--- config.mk ---
export PLATFORM = sky130hd
export DESIGN_NAME = mult_err_monitor
export DESIGN_NICKNAME = d
export VERILOG_FILES = /design/src/rtl/mult_err_pkg.sv /design/src/rtl/mult_8x8_exact.sv /design/src/rtl/mult_err_monitor.sv
export SDC_FILE = /design/constraint.sdc
export NUM_CORES = 1
export LEC_CHECK = 0
export ABC_CLOCK_PERIOD_IN_PS = 12900
export BUFFER_PORTS_ARGS = -buffer_cell sky130_fd_sc_hd__buf_2
export CAP_MARGIN = 15
export CORE_AREA = 2 2 132 134
export DETAILED_ROUTE_END_ITERATION = 10
export DIE_AREA = 0 0 134 136
export PLACE_DENSITY = 0.73
export REMOVE_ABC_BUFFERS = 1
export SLEW_MARGIN = 15
export SYNTH_ARGS = -nofsm -noshare
export SYNTH_HDL_FRONTEND = slang
export SYNTH_SLANG_ARGS = --single-unit
--- constraint.sdc ---
create_clock -name clk -period 12.9 [get_ports clk]
set_clock_uncertainty 0.1 [all_clocks]
set_input_delay 0 -clock clk [delete_from_list [all_inputs] [get_ports clk]]
set_output_delay 0 -clock clk [all_outputs]
set_load 0.01 [all_outputs]
--- src/rtl/mult_err_pkg.sv ---
// Shared constants and FSM state type for the approximate-multiplier error monitor.
package mult_err_pkg;

   localparam int unsigned OP_W   = 8;
   localparam int unsigned PROD_W = 16;

   typedef enum logic [1:0] {
      StIdle,
      StRun,
      StDrain,
      StDone
   } state_e;

endpackage

--- src/rtl/mult_8x8_exact.sv ---
// Exact 8x8 unsigned multiplier; reference product for the error monitor.
module mult_8x8_exact
   import mult_err_pkg::*;
(
   input  logic [OP_W-1:0]   A,
   input  logic [OP_W-1:0]   B,
   output logic [PROD_W-1:0] R
);

   assign R = PROD_W'(A) * PROD_W'(B);

endmodule

--- src/rtl/mult_err_monitor.sv ---
// Measures error distance of an approximate 8x8 multiplier over a window of
// 2^WINDOW_LOG2 accepted samples. Optional signed bias sum: ERR_MON_BIAS_EN.
module mult_err_monitor
   import mult_err_pkg::*;
#(
   parameter int unsigned WINDOW_LOG2 = 8,
   parameter int unsigned ACC_W       = 32
) (
   input  logic                   clk,
   input  logic                   rst_n,
   input  logic                   start,
   input  logic                   in_valid,
   output logic                   in_ready,
   input  logic [OP_W-1:0]        a,
   input  logic [OP_W-1:0]        b,
   input  logic [PROD_W-1:0]      r_approx,
   output logic                   busy,
   output logic                   done,
   output logic [WINDOW_LOG2:0]   err_count,
   output logic [ACC_W-1:0]       sum_ed,
   output logic [PROD_W-1:0]      max_ed
`ifdef ERR_MON_BIAS_EN
   ,
   output logic signed [ACC_W-1:0] sum_bias
`endif
);

   state_e                 state_q, state_d;
   logic [WINDOW_LOG2-1:0] acc_cnt_q;
   logic                   drain_q;
   logic                   done_q;

   logic                   s1_valid_q;
   logic [PROD_W-1:0]      s1_exact_q;
   logic [PROD_W-1:0]      s1_approx_q;

   logic [WINDOW_LOG2:0]   err_count_q;
   logic [ACC_W-1:0]       sum_ed_q;
   logic [PROD_W-1:0]      max_ed_q;

   logic                   accept;
   logic                   last_accept;
   logic                   clear;
   logic [PROD_W-1:0]      exact;
   logic [PROD_W-1:0]      ed;
   logic [ACC_W:0]         sum_wide;
   logic [ACC_W-1:0]       sum_sat;

   mult_8x8_exact u_exact (
      .A (a),
      .B (b),
      .R (exact)
   );

   assign in_ready    = (state_q == StRun);
   assign busy        = (state_q == StRun) || (state_q == StDrain);
   assign accept      = in_valid && in_ready;
   assign last_accept = accept && (acc_cnt_q == '1);
   assign clear       = start && ((state_q == StIdle) || (state_q == StDone));

   // Next-state decode; start is only honoured outside an active window.
   always_comb begin
      state_d = state_q;
      unique case (state_q)
         StIdle, StDone: if (start) state_d = StRun;
         StRun:          if (last_accept) state_d = StDrain;
         StDrain:        if (drain_q) state_d = StDone;
         default:        state_d = StIdle;
      endcase
   end

   // Control state: FSM, window sample counter and the two-cycle drain timer.
   always_ff @(posedge clk) begin
      if (!rst_n) begin
         state_q   <= StIdle;
         acc_cnt_q <= '0;
         drain_q   <= 1'b0;
         done_q    <= 1'b0;
      end else begin
         state_q <= state_d;
         // Drain covers the two pipeline stages behind the final acceptance.
         drain_q <= (state_q == StDrain) && !drain_q;
         done_q  <= (state_q == StDrain) && drain_q;
         if (clear) begin
            acc_cnt_q <= '0;
         end else if (accept) begin
            acc_cnt_q <= acc_cnt_q + WINDOW_LOG2'(1);
         end
      end
   end

   // Stage 1: capture exact product and approximate result of each accepted sample.
   always_ff @(posedge clk) begin
      if (!rst_n) begin
         s1_valid_q  <= 1'b0;
         s1_exact_q  <= '0;
         s1_approx_q <= '0;
      end else begin
         s1_valid_q <= accept;
         if (accept) begin
            s1_exact_q  <= exact;
            s1_approx_q <= r_approx;
         end
      end
   end

   // Stage 2 datapath: absolute error distance and saturating sum.
   always_comb begin
      ed       = (s1_exact_q >= s1_approx_q) ? (s1_exact_q - s1_approx_q)
                                             : (s1_approx_q - s1_exact_q);
      sum_wide = {1'b0, sum_ed_q} + {{(ACC_W - PROD_W + 1){1'b0}}, ed};
      sum_sat  = sum_wide[ACC_W] ? '1 : sum_wide[ACC_W-1:0];
   end

   // Stage 2 accumulators; cleared by an accepted start, frozen in DONE.
   always_ff @(posedge clk) begin
      if (!rst_n || clear) begin
         err_count_q <= '0;
         sum_ed_q    <= '0;
         max_ed_q    <= '0;
      end else if (s1_valid_q) begin
         sum_ed_q <= sum_sat;
         if (ed > max_ed_q) max_ed_q <= ed;
         if (ed != '0) err_count_q <= err_count_q + (WINDOW_LOG2 + 1)'(1);
      end
   end

   assign done      = done_q;
   assign err_count = err_count_q;
   assign sum_ed    = sum_ed_q;
   assign max_ed    = max_ed_q;

`ifdef ERR_MON_BIAS_EN
   logic signed [ACC_W-1:0] sum_bias_q;
   logic signed [PROD_W:0]  diff;
   logic signed [ACC_W:0]   bias_wide;
   logic signed [ACC_W-1:0] bias_sat;

   // Signed bias r_approx - exact, clamped at both ends of the accumulator range.
   always_comb begin
      diff      = $signed({1'b0, s1_approx_q}) - $signed({1'b0, s1_exact_q});
      bias_wide = (ACC_W + 1)'(sum_bias_q) + (ACC_W + 1)'(diff);
      if (bias_wide[ACC_W] != bias_wide[ACC_W-1]) begin
         bias_sat = {bias_wide[ACC_W], {(ACC_W - 1){~bias_wide[ACC_W]}}};
      end else begin
         bias_sat = bias_wide[ACC_W-1:0];
      end
   end

   // Bias accumulator shares the clear/update timing of the error accumulators.
   always_ff @(posedge clk) begin
      if (!rst_n || clear) begin
         sum_bias_q <= '0;
      end else if (s1_valid_q) begin
         sum_bias_q <= bias_sat;
      end
   end

   assign sum_bias = sum_bias_q;
`endif

endmodule

==> results.ini, run 1 <==
[status]
status=complete, no violations

[routing]
drtIter0Drc=455
ant_nets=0
vias_per_cell=5.416
firstDrtPassIters=7
vias=7647
drt-total-wl_um=19360
drt-wirelength-per-cell_um=13.71
drc_errors=0

[setup_path]
max_stage_delay_ns=0.58
cp_max_fo=14
path_cells=inv_1 -> ha_1 -> nand4_1 -> nor4_1 -> o21ai_1 -> nand3_1 -> nand2_1 -> nand2_1 -> inv_1 -> fa_1 -> nor2b_1 -> o21ai_0 -> a21oi_1 -> o21ai_0 -> a211oi_1 -> o21ai_0 -> a211oi_1 -> o21a_1 -> o21ai_0 -> buf_4 -> nand2_1 -> o221a_2
rr_worst_depth=22
cp_data_required_time_ns=13.09
worstSetupEndpointType=register
reg2reg_from=s1_exact_q[9]
cp.arrival_ns=5.77
worst_path_most_repeated_cell=o21ai_0
crit_slowest_cell=nor4_1
crit_start=s1_exact_q[9]
critPathLaunchType=register
path_class=register to register

[sta]
hold_viol=0
holdWs_ns=0.06896
finalMaxSlewViolations=0
tns_ns=0
fin_crit_sh=0.4319
fmax_mhz=179.5
period_needed_ns=5.571
rsz0062_at_grt=no
finalSetupViolations=0
worst_pin_slew_ns=1.124
maxSlewHeadroom=0.2498

[logic_synthesis]
dominantRegCellSynth=dfxtp_1
yosysMostFrequentCell=inv_1
yosys_warnings=0
syn_area_mm2=0.008815
synth_area_per_cell_um2=8.087
synth_top_cell_by_area=dfxtp_1
synth.distinct_cells=69
async_flop_share=0
netlist.area_leader.share=0.2317
synth-edff-count=0
synth-seq-area-share=0.2317
synth.cells.most_frequent=130 x inv_1, 125 x nand2_1, 104 x ha_1
synth.area.top_cells=dfxtp_1 23%, ha_1 15%, fa_1 8.9%
ys_ff_latch=102
synth_cells=1090

[power_and_ir_drop]
power.total_mw=2.618
p_per_area_mw_per_mm2=264.1
pwr-share-clk=0.104
seqPwrFrac=0.144
p_int_mw=1.308
leakage_nw=4.555
ir_worst_vdd_mv=0.1480
p_sw_mw=1.310
combPwrFrac=0.752
switching_share=0.5004

[floorplan]
num_rows=48
die_h_um=136
die_w_um=134
die_area_mm2=0.01822
io-pin-count=96
initial_core_util=0.5223
core_area_mm2=0.01688

[clock_network]
cts.sinks=102
clk_latency_ns=0.36
cts_root_buf=clkbuf_16
path_clk_slew_ns=0.07
cts-resized-gates=0
cts_buffers=9
cts_tree=done
clockBufferDepth=2
cts_htree_levels=3

[cells_and_area]
syn_to_final_growth_pct=12.45
diodes=0
final_nets=1361
layout-drive-gt1-share=0.1146

[worst_hold_path]
min_from=rst_n
whs_path_depth=3
worst_hold_path_type=primary input to register

[global_route]
grt_pass1_wl_um=33150
grt_pass1_vias=7180
grt_max_degree=46
grt_use_total=0.2179
antenna_found_initial=0
grt-ovfl-total=0

[placement]
gp_congestion=0.9005
numPortBuffers=95
hpwl_um=15240

[flow_run]
drv_cap=0

critical path, delay by kind of cell, from the launching register on:
kind | cells | cell delay (ns)
AOI/OAI and AO/OA | 10 | 2.00
adders and majority gates | 2 | 0.93
buffers and inverters | 3 | 0.33
DFF | 1 | 0.36
and+or+nand+nor | 7 | 1.78
per-stage QoR:
step | setup slack (ns) | instance area (um^2) | utilization | instances
2_1_floorplan | 7.528 | 8611 | - | 1052
3_3_place_gp | 7.392 | 9412 | 0.5577 | 1377
3_5_place_dp | 7.415 | 9412 | 0.5577 | 1377
4_1_cts | 7.364 | 9901 | 0.5867 | 1412
5_1_grt | 6.787 | 9912 | 0.5873 | 1412
6_report | 7.329 | 9912 | 0.5873 | 1412
state kept, by name, summed over array words and instances, names as in the netlist:
name and cells:
state_q 2, done 1, acc_cnt_q 8, s1_approx_q 16
drain_q 1, s1_exact_q 16, sum_ed 32, s1_valid_q 1
max_ed 16, err_count 9
metal layers:
metal	global-route usage	vias up	part of all wire
met1	0.2852	3506	0.47
met5	0	-	0
li1	-	3911	-
met2	0.3840	207	0.47
met3	0.02647	23	0.047
met4	0.05201	0	0.015
path summary, 6_finish.rpt:
kind                    to  slack, ns
max              sum_ed[3]       7.33
min          s1_exact_q[4]       0.07
max reg2reg      sum_ed[3]       7.33
min reg2reg        drain_q       0.35
cells by family after synthesis:
family / synth area share
AOI/OAI and AO/OA: 0.2001
xor gates and xnor gates: 0.05138
adders and majority gates: 0.2362
buffers and inverters: 0.07849
DFF: 0.2317
muxes: 0.01249
and+or+nand+nor: 0.1896
cell usage in the layout (no fill, tap or decap), types with 8 or more instances in the layout:
| master | synthesis | routed |
|---|---|---|
| nand2_1 | 125 | 125 |
| nor2_1 | 65 | 65 |
| o21a_1 | 11 | 11 |
| or3_1 | 8 | 8 |
| a21o_1 | 21 | 21 |
| mux2i_1 | 11 | 11 |
| and3_1 | 14 | 14 |
| o21ai_1 | 9 | 9 |
| fa_1 | 39 | 39 |
| xnor2_1 | 25 | 25 |
| buf_2 | 6 | 95 |
| clkbuf_16 | 0 | 9 |
| nand4_1 | 10 | 10 |
| nand2b_1 | 11 | 11 |
| a31oi_1 | 19 | 19 |
| nor3_1 | 10 | 10 |
| a21boi_0 | 24 | 24 |
| xor2_1 | 23 | 23 |
| dfxtp_1 | 102 | 102 |
| a211oi_1 | 20 | 20 |
| and2_1 | 50 | 50 |
| a21oi_1 | 56 | 56 |
| nand3_1 | 23 | 23 |
| o21ai_0 | 65 | 65 |
| o31ai_1 | 10 | 10 |
| inv_1 | 130 | 130 |
| ha_1 | 104 | 104 |
| nor2b_1 | 8 | 8 |
| dlygate4sd3_1 | 0 | 19 |
power by group through the flow:
stage	sequential (mW)	clock (mW)	combinational (mW)
final	0.377	0.273	1.97
after global routing	0.382	0.287	2.23
after CTS	0.377	0.276	1.95
after detailed placement	0.384	0	1.93
after global placement	0.382	0	1.90
after floorplan	0.383	0	1.51
area by class of cell:
cell class / count / area (um^2)
Clock buffer: 9 / 225.2
Clock inverter: 7 / 73.82
Fill cell: 1560 / 6964
Inverter: 130 / 488.0
Multi-Input combinational cell: 820 / 6098
Sequential cell: 102 / 2042
Tap cell: 225 / 281.5
Timing Repair Buffer: 119 / 703.2
repair_timing:
| item | CTS | global route |
|---|---|---|
| setup buffers | 0 | 0 |
| endpoints found under the hold margin | 18 | 0 |
| hold buffers | 19 | 0 |
No activity file was read; power rests on OpenSTA's default activity.
==> inputs of run 2 (changes only) <==
- ABC_CLOCK_PERIOD_IN_PS: 12900 -> 5100
- PLACE_DENSITY: 0.73 -> 0.75
- clock period: 12.9 -> 5.1 ns (I/O delays scaled with it)
==> results.ini, run 2 (same netlist as run 1, synthesis figures left out) <==
[status]
status=complete, no violations

[sta]
hold_viol=0  ; unchanged
fmax_mhz=203.4  ; +13%
holdWs_ns=0.05256  ; -0.01640 ns
maxSlewHeadroom=0.4612  ; +0.2115
finalSetupViolations=0  ; unchanged
tns_ns=0  ; unchanged
period_needed_ns=4.916  ; -0.6551 ns
fin_crit_sh=0.9639  ; +0.5321
finalMaxSlewViolations=0  ; unchanged
worst_pin_slew_ns=0.7997  ; -0.3241 ns

[cells_and_area]
largest_reg_flops=32  ; unchanged
fillers=1518  ; -2.7%
syn_to_final_growth_pct=16.48
final_area_mm2=0.01027  ; +3.6%
layout.cells.non_filler=1444  ; +2.3%
final_nets=1393  ; +2.4%
diodes=0  ; unchanged
layout-drive-gt1-share=0.1526  ; +0.03801
final_cell_mix=130 x inv_1, 125 x nand2_1, 102 x ha_1, 102 x dfxtp_1, 95 x buf_2
layout_commonest_cell=inv_1

[routing]
firstDrtPassIters=5  ; -2
ant_nets=0  ; unchanged
vias=7931  ; +3.7%
drtIter0Drc=470  ; +3.3%
drt-total-wl_um=20210  ; +4.4%
vias_per_cell=5.492  ; +1.4%
drc_errors=0  ; unchanged
drt-wirelength-per-cell_um=14.00  ; +2.1%

[floorplan]
core_area_mm2=0.01688  ; unchanged
initial_core_util=0.5223  ; unchanged
die_w_um=134  ; unchanged
io-pin-count=96  ; unchanged
num_rows=48  ; unchanged
die_h_um=136  ; unchanged
die_area_mm2=0.01822  ; unchanged

[setup_path]
cp_max_fo=5  ; -9
worstSetupEndpointType=register
max_stage_delay_ns=0.43  ; -0.15 ns
worst-path-stages=23  ; +4.5%
cp.arrival_ns=5.12  ; -0.65 ns
crit_slowest_cell=fa_1
critPathLaunchType=register
path_cells=inv_1 -> ha_1 -> inv_1 -> fa_1 -> a21o_1 -> a221o_1 -> o21a_4 -> nor3_4 -> nand2_1 -> nand2_1 -> inv_1 -> fa_1 -> nor2b_1 -> o21ai_1 -> a21oi_1 -> o21ai_1 -> a211oi_2 -> o21ai_2 -> a211oi_2 -> o21a_1 -> o21ai_1 -> nand2_1 -> o221a_2
cp_data_required_time_ns=5.31  ; -7.78 ns
path_class=register to register
path_delay_family=compound AO/OA/AOI/OAI gates
cp_num_buf_inv=3  ; unchanged
rr_worst_depth=23  ; +4.5%

[power_and_ir_drop]
pwr-share-clk=0.096  ; -0.008
combPwrFrac=0.775  ; +0.023
leakage_nw=4.736  ; +4.0%
p_per_area_mw_per_mm2=713.5  ; +170%
ir_worst_vdd_mv=0.4568  ; +210%
p_int_mw=3.735  ; +190%
switching_share=0.4902  ; -0.01025
power.total_mw=7.326  ; +180%
p_sw_mw=3.591  ; +170%
seqPwrFrac=0.129  ; -0.015

[global_route]
grt_pass1_wl_um=33100  ; -0.14%
grt_use_total=0.2194  ; +0.001498
grt_pass1_vias=7166  ; -0.19%
antenna_found_initial=0  ; unchanged
grt-ovfl-total=0  ; unchanged
grt_max_degree=46  ; unchanged

[clock_network]
clk_latency_ns=0.37  ; about the same
path_clk_slew_ns=0.08  ; about the same
cts_root_buf=clkbuf_16
cts_tree=done
cts.sinks=102  ; unchanged
cts_buffers=9  ; unchanged
clockBufferDepth=2  ; unchanged
cts_htree_levels=3  ; unchanged

[worst_hold_path]
whs_path_depth=4  ; +1
worst_hold_path_type=primary input to register

[placement]
gp_congestion=0.9272  ; +3.0%
hpwl_um=15540  ; +2.0%
numPortBuffers=95  ; unchanged
place_inst=1404  ; +2.0%
placed_cell_area_mm2=0.009614  ; +2.2%

[flow_run]
drv_cap=0  ; unchanged

==> run 2: final cells by class <==
class / instances / area [um^2] / share of cell area
inverters: 130 / 488.0 / 0.04753
multi-input cells: 820 / 6198 / 0.6037
clock inverters: 7 / 88.84 / 0.008652
flip-flops and latches: 102 / 2042 / 0.1989
clock buffers: 9 / 225.2 / 0.02194
well taps: 225 / 281.5 / 0.02742
repair buffers: 151 / 943.4 / 0.09188
==> run 2: power by group through the flow <==
stage	Combinational, mW	Clock [mW]	Sequential [mW]
2_1_floorplan	3.82	0	0.968
3_3_place_gp	5.13	0	0.956
3_5_place_dp	5.21	0	0.962
4_1_cts	5.28	0.716	0.943
5_1_grt	6.28	0.750	0.956
6_report	5.68	0.704	0.943
==> run 2: metrics by stage <==
stage,utilization,worst slack [ns]
after floorplan,-,-0.2725
after global placement,0.5697,0.09451
after detailed placement,0.5697,-0.06258
after CTS,0.5999,0.02457
after global routing,0.6084,-0.03367
final,0.6084,0.1840
==> run 2: layer usage <==
| layer | track usage | vias up | share of wire |
|---|---|---|---|
| met4 | 0.06560 | 0 | 0.018 |
| met3 | 0.02946 | 27 | 0.044 |
| met2 | 0.3909 | 201 | 0.49 |
| met1 | 0.2766 | 3733 | 0.45 |
| met5 | 0 | - | 0 |
| li1 | - | 3970 | - |
==> run 2: timing repair <==
item	in CTS	in global routing
pin swaps	0	10
setup buffers	0	5
endpoints found under the setup margin	9	50
endpoints found under the hold margin	18	0
resized for setup	2	27
hold buffers	19	0
==> run 2: tightest hold or removal path, delay by kind of cell <==
kind / cells / cell delay [ns]
and+or+nand+nor: 2 / 0.14
buffers and inverters: 2 / 0.31
==> run 2: worst paths after layout <==
| path | slack [ns] | to | startpoint |
|---|---|---|---|
| max | 0.18 | sum_ed[14] | s1_exact_q[0] |
| min | 0.05 | drain_q | rst_n |
| max reg2reg | 0.18 | sum_ed[14] | s1_exact_q[0] |
| min reg2reg | 0.34 | drain_q | drain_q |
